==> src/rtl/scan_mux_pkg.sv <==
// Shared types and default parameter values for the scan_mux channel selector.
package scan_mux_pkg;

    typedef enum logic [1:0] {
        StIdle,
        StDirect,
        StScan
    } state_e;

    localparam int unsigned DefNCh = 4;
    localparam int unsigned DefW   = 1;

endpackage

==> src/rtl/scan_mux_sel.sv <==
// Combinational N_CH:1 slice selector; an index past the last channel yields zero.
module scan_mux_sel
    import scan_mux_pkg::*;
#(
    parameter int unsigned N_CH  = DefNCh,
    parameter int unsigned W     = DefW,
    parameter int unsigned SEL_W = $clog2(N_CH)
) (
    input  logic [N_CH*W-1:0] number,
    input  logic [SEL_W-1:0]  idx,
    output logic [W-1:0]      data
);

    always_comb begin
        data = '0;
        for (int k = 0; k < N_CH; k++) begin
            if (idx == SEL_W'(k)) begin
                data = number[k*W +: W];
            end
        end
    end

endmodule

==> src/rtl/scan_mux.sv <==
// Channel multiplexer with direct-select and auto-scan modes behind a valid/ready output.
// Define SCAN_MUX_PARITY_EN to add the registered y_par output (XOR of Y).
module scan_mux
    import scan_mux_pkg::*;
#(
    parameter int unsigned N_CH  = DefNCh,
    parameter int unsigned W     = DefW,
    parameter int unsigned SEL_W = $clog2(N_CH)
) (
    input  logic              clk,
    input  logic              rst_n,
    input  logic [N_CH*W-1:0] number,
    input  logic [SEL_W-1:0]  selection,
    input  logic              req,
    input  logic              start,
    input  logic              y_ready,
    output logic [W-1:0]      Y,
    output logic              y_valid,
    output logic [SEL_W-1:0]  ch_idx,
    output logic              y_last,
    output logic              busy,
    output logic              sel_err
`ifdef SCAN_MUX_PARITY_EN
    ,
    output logic              y_par
`endif
);

    localparam logic [SEL_W-1:0] LastIdx = SEL_W'(N_CH - 1);

    state_e           state_q, state_d;
    logic [W-1:0]     y_q, y_d;
    logic [SEL_W-1:0] idx_q, idx_d;
    logic             valid_q, valid_d;
    logic             last_q, last_d;
    logic             err_q, err_d;
    logic [SEL_W-1:0] sel_idx;
    logic [W-1:0]     sel_data;

    scan_mux_sel #(
        .N_CH  (N_CH),
        .W     (W),
        .SEL_W (SEL_W)
    ) u_sel (
        .number (number),
        .idx    (sel_idx),
        .data   (sel_data)
    );

    always_comb begin
        state_d = state_q;
        y_d     = y_q;
        idx_d   = idx_q;
        valid_d = valid_q;
        last_d  = last_q;
        err_d   = 1'b0;
        sel_idx = '0;
        unique case (state_q)
            StIdle: begin
                // req has priority; a coincident start is dropped
                if (req) begin
                    sel_idx = selection;
                    y_d     = sel_data;
                    idx_d   = selection;
                    valid_d = 1'b1;
                    last_d  = 1'b0;
                    err_d   = (32'(selection) >= N_CH);
                    state_d = StDirect;
                end else if (start) begin
                    sel_idx = '0;
                    y_d     = sel_data;
                    idx_d   = '0;
                    valid_d = 1'b1;
                    last_d  = (LastIdx == '0);
                    state_d = StScan;
                end
            end
            StDirect: begin
                if (valid_q && y_ready) begin
                    valid_d = 1'b0;
                    state_d = StIdle;
                end
            end
            StScan: begin
                if (valid_q && y_ready) begin
                    if (last_q) begin
                        valid_d = 1'b0;
                        last_d  = 1'b0;
                        state_d = StIdle;
                    end else begin
                        // next channel is sampled on the same edge the current beat completes
                        sel_idx = idx_q + SEL_W'(1);
                        y_d     = sel_data;
                        idx_d   = sel_idx;
                        last_d  = (sel_idx == LastIdx);
                    end
                end
            end
            default: state_d = StIdle;
        endcase
    end

    always_ff @(posedge clk or negedge rst_n) begin
        if (!rst_n) begin
            state_q <= StIdle;
            y_q     <= '0;
            idx_q   <= '0;
            valid_q <= 1'b0;
            last_q  <= 1'b0;
            err_q   <= 1'b0;
        end else begin
            state_q <= state_d;
            y_q     <= y_d;
            idx_q   <= idx_d;
            valid_q <= valid_d;
            last_q  <= last_d;
            err_q   <= err_d;
        end
    end

`ifdef SCAN_MUX_PARITY_EN
    logic par_q;

    always_ff @(posedge clk or negedge rst_n) begin
        if (!rst_n) begin
            par_q <= 1'b0;
        end else begin
            par_q <= ^y_d;
        end
    end

    assign y_par = par_q;
`endif

    assign Y       = y_q;
    assign y_valid = valid_q;
    assign ch_idx  = idx_q;
    assign y_last  = last_q;
    assign busy    = (state_q != StIdle);
    assign sel_err = err_q;

endmodule
==> config.mk <==
export PLATFORM = sky130hd
export DESIGN_NAME = scan_mux
export DESIGN_NICKNAME = d
export VERILOG_FILES = /design/src/rtl/scan_mux_pkg.sv /design/src/rtl/scan_mux_sel.sv /design/src/rtl/scan_mux.sv
export SDC_FILE = /design/constraint.sdc
export NUM_CORES = 1
export LEC_CHECK = 0
export BUFFER_PORTS_ARGS = -buffer_cell sky130_fd_sc_hd__buf_2
export CAP_MARGIN = 25
export CELL_PAD_IN_SITES_DETAIL_PLACEMENT = 0
export CELL_PAD_IN_SITES_GLOBAL_PLACEMENT = 1
export CORE_MARGIN = 4
export CORE_UTILIZATION = 35
export CTS_BUF_LIST = sky130_fd_sc_hd__clkbuf_16
export DETAILED_ROUTE_END_ITERATION = 8
export PLACE_DENSITY = 0.76
export SLEW_MARGIN = 25
export SYNTH_ARGS = -nofsm -noshare
export SYNTH_HDL_FRONTEND = slang
export SYNTH_HIERARCHICAL = 1
export SYNTH_SLANG_ARGS = --single-unit
==> constraint.sdc <==
create_clock -name clk -period 2.97 [get_ports clk]
set_clock_uncertainty 0.2 [all_clocks]
set_input_delay 0.594 -clock clk [delete_from_list [all_inputs] [get_ports clk]]
set_output_delay 0.594 -clock clk [all_outputs]
set_load 0.02 [all_outputs]
==> results.cfg <==
[routing]
drt_pre_antenna_iters = 4
wire_per_inst_um = 14.8
final_antenna_net_count = 0
vias_per_cell = 5.52
remaining_drc_errors = 0
vias = 497
wl_um = 1330
first_iter_violations = 26

[place]
place_hpwl_um = 1000
place_congestion = 0.772
port_buffers = 16
place_inst = 86
place_ws_ps = 614

[clock_tree]
cts_hold_repair.buffers = 0
clock_path_buffers = 2
cts_setup_buffers = 0
clkSlewWorstSetupHoldPaths_ps = 40
cts_buffers = 3
cts_root_buffer = clkbuf_16
post_cts_resize_count = 0
htree_levels = 1
clk_latency_ps = 230
cts_tree = yes
clock_sinks = 7

[sta]
drv_slew = 0
setup_slack_ps = 676
setup_tns_ps = 0
min_period_ps = 2290
grt_setup_unrepaired = no
min_period_over_period_pct = 77.2
holdWs_ps = -2.47
hold_violations = 3
clock.fmax_ghz = 0.436
finalSetupViolCount = 0

[floorplan]
io_pins = 18
start_util_pct = 37.0
fp-row-count = 14
die_w_um = 47.7
die_height_um = 47.7
core_area_um2 = 1490
die_area_um2 = 2270

[final_layout]
fin_nets = 91
num-fill-cells = 144
antenna_cells = 0
area_delta_synth_final_pct = 29.1
fin_cells = 90
layout_common_cells = buf_2 (16), dfrtp_1 (7), inv_1 (6), o21ai_0 (6)
final_util_pct = 47.7
mostFrequentLayoutCell = buf_2
drive_gt1_share_pct = 35.1

[logic_synthesis]
muxShareOfSynthArea_pct = 10.0
ys_warn_count = 6
synth.cell_area_um2 = 551
syn-instance-count = 56
synth_nets = 72
yosys.area.top_type = dfrtp_1
synthSimpleGateAreaFrac_pct = 16.8
yosys-top-cells-area = dfrtp_1 (32%), ha_1 (11%), o21ai_0 (5.5%), a2111oi_4 (5.0%), mux2_2 (4.1%)
synth_top_family_by_area = compound AO/OA/AOI/OAI gates
synthXorXnorAreaFrac_pct = 0
synth-adder-area-share_pct = 11.4
ys_seq_area_share_pct = 31.8
yosysTopAreaCellShare_pct = 31.8
syn-mean-instance-area_um2 = 9.83
synth_compound_area_share_pct = 22.5
ys_types = 27
synth-seq-cells = 7

[critical_path]
worst-path-buf-inv = 1
cp.required_ps = 2880
critical_path_class = flop to flop
cp_cell_sequence = inv_1 -> ha_1 -> nand3_1 -> a21oi_1 -> mux4_2 -> mux2_2
crit_path_end_kind = flop
slowest_delay_ps = 520
cp-start-kind = flop
critPathTopFamily = multiplexers
cp_max_fo = 9
critPathArrivalTime_ps = 2210
slowest_stage = mux4_2

[pwr]
p_per_area_nw_per_um2 = 1140
p_leak_nw = 0.334
ir_drop_v = 0.000386

[grt]
grt_pass1_wl_um = 2010
grt_pass1_vias = 450
antenna_found_initial = 0
grt_max_degree = 10
grt_usage_pct = 12.8
grt_overflow = 0

[min_path]
hp-class = input pin to async pin

[status]
violations = hold timing
status = finished with violations

[run]
maxCapViolations = 0
final cells by class:
class                      count  area, µm²  area share, %
timing repair buffer          16       80.1           11.3
clock buffer                   3       75.1           10.6
clock inverter                 1       3.75          0.528
sequential                     7        175           24.6
tap                           16       20.0           2.82
multi-input combinational     42        338           47.5
inverter                       5       18.8           2.64
final timing paths:
check	endpoint	slack (ps)	startpoint	cells past startpoint
setup / recovery	Y	680	state_q[0]	6
setup reg to reg	Y	680	state_q[0]	6
hold reg to reg	Y	310	Y	1
min in group clk	Y	310	Y	1
hold / removal	Y	-2	rst_n	1
max in group asynchronous	state_q[0]	2400	rst_n	1
synthesized netlist by cell type:
cell type and count:
a2111oi_4 1, nor2b_1 1, nand3b_1 1, o311ai_0 1, dfrtp_1 7, o32ai_1 1
a21boi_0 1, ha_1 5, a21oi_1 2, a2111oi_0 1, a31oi_1 1, nand3_1 4
buf_6 1, inv_1 5, nor2_1 5, mux2_2 2, nand2_1 2, mux2i_1 1
nor3b_4 1, o21ai_0 6, a21o_2 1, mux4_2 1, buf_4 1, or3_2 1
o31ai_1 1, nand2b_1 1, conb_1 1
per-stage QoR:
stage | power (W) | area (µm²)
floorplan | 0.000488 | 551
global placement | 0.000572 | 632
detailed placement | 0.000579 | 632
CTS | 0.000813 | 711
global route | 0.000867 | 711
finish | 0.000812 | 711
worst reg2reg max path, delay by kind of cell, from the launching register on:
kind,cells,cell delay [ps]
DFF,1,370
buffers and inverters,1,120
adders and majority gates,1,370
AOI/OAI and AO/OA,1,190
and+or+nand+nor,1,140
muxes,2,790
cells by family (layout without fill, tap and decap cells):
group                    Yosys count  count (layout)
AO/OA/AOI/OAI                     16              16
buffers and inverters              7              25
adder cells (fa/ha/maj)            5               5
flip-flops                         7               7
multiplexers                       4               4
AND/OR/NAND/NOR                   16              16
other                              1               1
power breakdown:
group / total (W) / internal, W / switching, W
combinational: 0.000414 / 0.000171 / 0.000244
sequential: 0.000170 / 0.000137 / 0.0000330
clock: 0.000228 / 0.000175 / 0.0000523
total: 0.000812 / 0.000483 / 0.000329
sequential cells by signal (all words and copies together) (netlist names):
signal and cells:
state_q 2, Y 1, y_valid 1, y_last 1
ch_idx 2
metal layers:
layer	vias up	global-route usage, %	part of all wire, %
met3	2	2.63	6.4
met1	236	18.1	46
met4	0	4.84	0.60
met5	-	0	0
met2	23	19.0	47
li1	236	-	-
Power figures use the tool's default switching activity.
